**config.mk**
```make
export PLATFORM = sky130hd
export DESIGN_NAME = seq_shift_unit
export DESIGN_NICKNAME = d
export VERILOG_FILES = /design/src/rtl/shift_pkg.sv /design/src/rtl/shift_step.sv /design/src/rtl/seq_shift_unit.sv
export SDC_FILE = /design/constraint.sdc
export NUM_CORES = 1
export LEC_CHECK = 0
export BUFFER_PORTS_ARGS = -buffer_cell sky130_fd_sc_hd__buf_2
export CAP_MARGIN = 30
export CORE_AREA = 2 2 71 73
export DETAILED_ROUTE_END_ITERATION = 7
export DIE_AREA = 0 0 73 75
export PLACE_DENSITY_LB_ADDON = 0.3
export SYNTH_ARGS = -nofsm -noshare
export SYNTH_HDL_FRONTEND = slang
export SYNTH_HIERARCHICAL = 1
export SYNTH_SLANG_ARGS = --single-unit
export TNS_END_PERCENT = 1
```
**constraint.sdc**
```tcl
create_clock -name CLK -period 1.85 [get_ports CLK]
set_clock_uncertainty 0.05 [all_clocks]
set_input_delay 0.37 -clock CLK [delete_from_list [all_inputs] [get_ports CLK]]
set_output_delay 0.37 -clock CLK [all_outputs]
set_load 0.01 [all_outputs]
```
**src/rtl/shift_pkg.sv**
```systemverilog
// Shared types for the sequential shift/rotate unit.
package shift_pkg;

  // Operation select; encodings 101-111 are reserved and act as pass-through.
  typedef enum logic [2:0] {
    SLL = 3'b000,
    SRL = 3'b001,
    SRA = 3'b010,
    ROL = 3'b011,
    ROR = 3'b100
  } shift_mode_t;

  // Controller states.
  typedef enum logic [1:0] {
    IDLE   = 2'b00,
    SHIFT  = 2'b01,
    FINISH = 2'b10
  } shift_state_t;

  // True for any encoding that names a real operation.
  function automatic logic mode_is_valid(input logic [2:0] m);
    return (m <= 3'b100);
  endfunction

endpackage

```
**src/rtl/shift_step.sv**
```systemverilog
// One-bit shift/rotate step: next register value and the bit that leaves it.
module shift_step
  import shift_pkg::*;
#(
  parameter int N = 8
) (
  input  shift_mode_t    mode,
  input  logic [N-1:0]   din,
  output logic [N-1:0]   dout,
  output logic           bit_out
);

  // Single-position move per mode; reserved modes pass the operand through.
  always_comb begin
    dout    = din;
    bit_out = 1'b0;
    case (mode)
      SLL: begin
        dout    = {din[N-2:0], 1'b0};
        bit_out = din[N-1];
      end
      SRL: begin
        dout    = {1'b0, din[N-1:1]};
        bit_out = din[0];
      end
      SRA: begin
        dout    = {din[N-1], din[N-1:1]};
        bit_out = din[0];
      end
      ROL: begin
        dout    = {din[N-2:0], din[N-1]};
        bit_out = din[N-1];
      end
      ROR: begin
        dout    = {din[0], din[N-1:1]};
        bit_out = din[0];
      end
      default: begin
        dout    = din;
        bit_out = 1'b0;
      end
    endcase
  end

endmodule

```
**src/rtl/seq_shift_unit.sv**
```systemverilog
// Multi-cycle shifter: captures an operand, then moves it one bit per clock.
module seq_shift_unit
  import shift_pkg::*;
#(
  parameter  int N  = 8,
  localparam int AW = $clog2(N)
) (
  input  logic          CLK,
  input  logic          RESET,
  input  logic          START,
  input  logic [2:0]    MODE,
  input  logic [AW-1:0] AMT,
  input  logic [N-1:0]  DIN,
  output logic [N-1:0]  Y,
  output logic          BUSY,
  output logic          DONE,
  output logic          CARRY
);

  shift_state_t  state_q, state_d;
  shift_mode_t   mode_q, mode_d;
  logic [N-1:0]  y_q, y_d;
  logic [AW-1:0] count_q, count_d;
  logic          carry_q, carry_d;

  logic [N-1:0]  step_y;
  logic          step_bit;
  logic          capture;

  shift_step #(.N(N)) u_step (
    .mode    (mode_q),
    .din     (y_q),
    .dout    (step_y),
    .bit_out (step_bit)
  );

  // A new operation is accepted whenever the unit is not mid-shift.
  assign capture = START && (state_q != SHIFT);

  // State register.
  always_ff @(posedge CLK or posedge RESET) begin
    if (RESET) begin
      state_q <= IDLE;
    end else begin
      state_q <= state_d;
    end
  end

  // Next-state logic.
  always_comb begin
    state_d = state_q;
    case (state_q)
      IDLE, FINISH: begin
        if (START) begin
          if ((AMT != '0) && mode_is_valid(MODE)) begin
            state_d = SHIFT;
          end else begin
            state_d = FINISH;
          end
        end else begin
          state_d = IDLE;
        end
      end
      SHIFT: begin
        if (count_q == AW'(1)) begin
          state_d = FINISH;
        end
      end
      default: state_d = IDLE;
    endcase
  end

  // Datapath registers.
  always_ff @(posedge CLK or posedge RESET) begin
    if (RESET) begin
      mode_q  <= SLL;
      y_q     <= '0;
      count_q <= '0;
      carry_q <= 1'b0;
    end else begin
      mode_q  <= mode_d;
      y_q     <= y_d;
      count_q <= count_d;
      carry_q <= carry_d;
    end
  end

  // Datapath update: load on capture, step while shifting, hold otherwise.
  always_comb begin
    mode_d  = mode_q;
    y_d     = y_q;
    count_d = count_q;
    carry_d = carry_q;
    if (capture) begin
      mode_d  = shift_mode_t'(MODE);
      y_d     = DIN;
      count_d = AMT;
      carry_d = 1'b0;
    end else if (state_q == SHIFT) begin
      y_d     = step_y;
      carry_d = step_bit;
      count_d = count_q - AW'(1);
    end
  end

  // Outputs decoded from registered state only.
  always_comb begin
    BUSY  = (state_q == SHIFT);
    DONE  = (state_q == FINISH);
    Y     = y_q;
    CARRY = carry_q;
  end

endmodule
```
### Yosys cells after proc, flatten, opt, wreduce, memory -nomap -nowiden

Cells that the tools add are included.

* flip-flop bits (word level): 17
* bits of input ports: 17
* output and inout port bits: 11
* logic and storage cells: 43

* add/sub/neg operators: 1
* order comparisons: 1
* equality and inequality tests: 10
* mux-type cells: 12
* reductions and logical operators: 13

Operators by type and width (count)
* $pmux W8 S5: 1
* $mux W8: 2
* $eq A3 B1 Y1 const B: 2
* $eq A3 B2 Y1 const B: 2
* $mux W2: 3
* $mux W3: 2
* $reduce_bool A6 Y1: 1
* $reduce_bool A5 Y1: 1
* $ne A2 B1 Y1 const B: 2
* $pmux W2 S2: 1
* $reduce_or A2 Y1: 2
* $eq A3 B3 Y1 const B: 1
* $le A3 B3 Y1 const B: 1
* $logic_not A3 Y1: 1
* $reduce_and A3 Y1: 1
* $reduce_bool A3 Y1: 1
* $reduce_or A3 Y1: 1
* $sub A3 B1 Y3 const B: 1
* $eq A2 B1 Y1 const B: 1
* $eq A2 B2 Y1 const B: 1
* $logic_and A1 B1 Y1: 2
* $logic_not A2 Y1: 1
* $mux W1: 2
* $ne A2 B2 Y1 const B: 1
* 3 further kinds: 3

### Depth between registers and ports, before layout

* word-level depth: 5
* gate-level depth with buffers: 6
* gate-level depth less buffers: 5

### Hierarchy

Netlist, hierarchy kept.

By module, submodules not included
* seq_shift_unit: times used 1, cells an instance 76, area an instance 820.8 µm², sequential area each 425.4 µm²
* shift_step: times used 1, cells an instance 44, area an instance 331.6 µm², sequential area each 0.0 µm²

### Worst setup path after synthesis

OpenSTA, ideal clock, no wires.

* kind: register -> register
* from: register mode_q[1]
* to: register y_q[5], in the netlist Y[5]
* library setup time: 0.127 ns
* data arrival time: 1.256 ns
* setup slack: 0.417 ns
* cell stages (with the launch flop): 7
* clock period less this slack: 1.433 ns
* cells stage by stage: dfrtp_1 buf_2 nor2_2 mux2i_1 mux2i_1 nand2_1 o21ai_0

* word-level cells in the longest chain between the ends: 4
* elaborated cells between the ends (all ways): 10
* classes of those cells: eq/ne (4); mux (3); reduce/logical (3)

RTL lines
* start: declaration: RTL line seq_shift_unit.sv:21 `shift_mode_t mode_q, mode_d;`
* start signal: assignment: RTL line seq_shift_unit.sv:81 `mode_q <= mode_d;`
* $eq A3 B3 Y1, or another cell as far along: RTL line shift_step.sv:17 `case (mode)`
* $pmux W8 S5 (*): RTL line shift_step.sv:17
* via step_y[5]: RTL line seq_shift_unit.sv:26 `logic [N-1:0] step_y;`
* $mux W8 (*): RTL line seq_shift_unit.sv:99 `end else if (state_q == SHIFT) begin`
* $mux W8 (*): RTL line seq_shift_unit.sv:94 `if (capture) begin`
* end signal: assignment: RTL line seq_shift_unit.sv:82 `y_q <= y_d;`
* end: declaration: RTL line seq_shift_unit.sv:22 `logic [N-1:0] y_q, y_d;`

Mark *: on every way through the listed nets, which the timed path passes. The rest lies on a longest branch. The select of a mux whose other input is x is not followed.
A chain may end at the register's enable or synchronous reset.

### Worst setup path in the final report

* from: register mode_q[0]
* to: register carry_q, in the netlist CARRY

* word-level cells in the longest chain between the ends: 5
* elaborated cells between the ends (all ways): 10
* classes of those cells: eq/ne (4); mux (3); reduce/logical (3)

RTL lines
* $eq A3 B1 Y1, or another cell as far along: RTL line shift_step.sv:17
* $reduce_or A3 Y1 (no line) / $reduce_or A2 Y1 (equally long branches)
* $pmux W1 S2 (*): RTL line shift_step.sv:17
* via step_bit: RTL line seq_shift_unit.sv:27 `logic step_bit;`
* $mux W1 (*): RTL line seq_shift_unit.sv:99
* $mux W1 (*): RTL line seq_shift_unit.sv:94
* end signal: assignment: RTL line seq_shift_unit.sv:84 `carry_q <= carry_d;`
* end: declaration: RTL line seq_shift_unit.sv:24 `logic carry_q, carry_d;`

Marks and branches as above.

==> reports/results.ini <==
[worst_setup_path]
cp.required_ns=1.93
startpoint=mode_q[0]$_DFFE_PP0P_
worst_r2r_startpoint=mode_q[0]$_DFFE_PP0P_
cp.arrival_ns=1.71
crit_path_start_kind=flip-flop
endpoint_kind=flip-flop
crit_path_max_fanout=15
crit_type=flip-flop to flip-flop

[sta]
tightest_slew_ns=0.676
fin_tns_setup_ns=0
max_freq_ghz=0.612
min_period_ns=1.63
maxSlewHeadroom=0.549
final-setup-viol-count=0
rsz0062_at_grt=no
hold_viol=0
hold_slack_ns=0.154
drv_slew=0
fin_ws_ns=0.215
layout_worst_path_cycle_share=0.884

[routing]
wl_um=2800
drc=0
vias=985
ant_nets=0
viasPerCell=4.95
first_iter_violations=43
drt_first_pass_iters=4
wl_per_cell_um=14.1

[power]
peakVddDrop_mv=0.768
switching_share=0.453
p_leak_nw=0.642
power.internal_mw=1.33
power.density_mw_per_mm2=1770
p_comb_frac=0.525
pwr-share-seq=0.360
p_clk_frac=0.114
p_switching_mw=1.11

[yosys]
async_flop_share=1.00
ys_seq_area_frac=0.369
synthFlopType=dfrtp_1
yosysTopAreaCellShare=0.369
synthTopCellsByArea=dfrtp_1 37%, mux2i_1 15%, o21ai_0 5.6%
ys_warn_count=6
ys_ff_latch=17
synth-edff-count=0
synth_area_leader_cell=dfrtp_1
synth.distinct_cells=31
synth.cell_area_mm2=0.00115
syn_avg_cell_area_um2=9.60
synth_cells=120
syn-num-nets=139
synth_common_cells=17 x dfrtp_1, 17 x mux2i_1, 13 x nand2_1, 13 x o21ai_0, 7 x o211ai_1

[placed_design]
dp_slack_ns=0.224
hpwl_um=2050
dp.cells=195
numPortBuffers=27
routabilityCongestion=0.834
placed_cell_area_mm2=0.00133

[die]
initial_utilization=0.247
rows=25
io-pin-count=28
chipWidth_um=73
die_area_mm2=0.00548
die_h_um=75
core-area_mm2=0.00466

[final_layout]
syn2layout_area_growth_pct=19.3
nFillCells=499
fin_cells=199
multiInputGateArea_um2=664
regArea_um2=425
stdcell_area_mm2=0.00138
drive_gt1_frac=0.283
n_antenna_cell=0
final_net_count=165

[cts]
clk_pin_slew_worst_paths_ns=0.07
cts_max_level=1
cts_buffers=3
cts_buffer_depth=2
cts_sinks=17
cts_tree=yes
clk_latency_ns=0.25
postCtsSetupRepairBufs=0
cts_hold_buffers=0
root_buffer=clkbuf_8
ctsResizeCount=0

[global_route]
grt_first_pass_wirelength_um=4690
overflow=0
grt_pass1_vias=969
grt_start_max_net_pins=22
grt_usage=0.113
antenna_found_initial=0

[status]
status=completed

[job]
maxCapViolations=0

[hold_path]
min_path_type=primary input to async pin

## worst paths after layout
check                      cells after the start  slack (ns)                endpoint
min                                            2        0.15        Y[2]$_DFFE_PP0P_
min in group CLK                               2        0.32   mode_q[0]$_DFFE_PP0P_
max in group asynchronous                      2        1.16  count_q[2]$_DFFE_PP0P_
max reg2reg                                    5        0.22       CARRY$_DFFE_PP0P_
max                                            5        0.22       CARRY$_DFFE_PP0P_
min reg2reg                                    2        0.48       CARRY$_DFFE_PP0P_
## placed cells by master, fill, tap and decap left out, types with 2 or more instances in the layout
cell type	synthesis	layout
mux2i_1	17	17
ha_1	2	2
buf_4	1	2
o211ai_1	7	7
o21ai_1	6	6
clkbuf_8	0	3
nand3_1	3	3
mux2_2	4	4
buf_2	5	27
inv_1	5	5
nand2_1	13	13
o21ai_0	13	13
a21oi_1	2	2
dfrtp_1	17	17
or3_1	5	5
nor2b_1	3	3
## worst max-delay path: stages (launching register included)
cell and delay, ns:
dfrtp_1 0.67, xor2_4 0.34, mux2i_1 0.24, o21ai_1 0.09, nand2_1 0.06, o21ai_0 0.07
## sequential cells by signal, summed over array words and instances (netlist names)
name,cells
count_q,3
CARRY,1
state_q,2
mode_q,3
Y,8
## stage by stage
step / total power, mW / utilization
2_1_floorplan: 1.81 / -
3_3_place_gp: 2.13 / 0.285
3_5_place_dp: 2.17 / 0.285
4_1_cts: 2.46 / 0.295
5_1_grt: 2.68 / 0.295
6_report: 2.44 / 0.295
## metal layers
layer | vias to the layer above | track usage | part of all wire
li1 | 489 | - | -
met1 | 467 | 0.149 | 0.49
met2 | 24 | 0.183 | 0.45
met3 | 5 | 0.0308 | 0.049
met4 | 0 | 0.0309 | 0.011
met5 | - | 0 | 0
## cells by family (layout without fill, tap and decap cells)
family,Yosys count,after routing,synth area share
compound gates,35,35,0.192
flops,17,17,0.369
simple gates,28,28,0.131
mux,22,22,0.200
buf+inv,14,39,0.0543
fa+ha+maj,2,2,0.0217
xor+xnor,2,2,0.0315
## power groups by stage
stage | clock network, mW | logic, mW | registers [mW]
2_1_floorplan | 0 | 1.02 | 0.787
3_3_place_gp | 0 | 1.26 | 0.864
3_5_place_dp | 0 | 1.29 | 0.879
4_1_cts | 0.297 | 1.29 | 0.873
5_1_grt | 0.311 | 1.44 | 0.921
6_report | 0.279 | 1.28 | 0.879
## layout make-up
class	instances	share of cell area
Inverter	6	0.0164
Tap cell	54	0.0491
Clock buffer	4	0.0328
Timing Repair Buffer	29	0.109
Multi-Input combinational cell	89	0.483
Sequential cell	17	0.309
(Power assumes the default switching activity.)
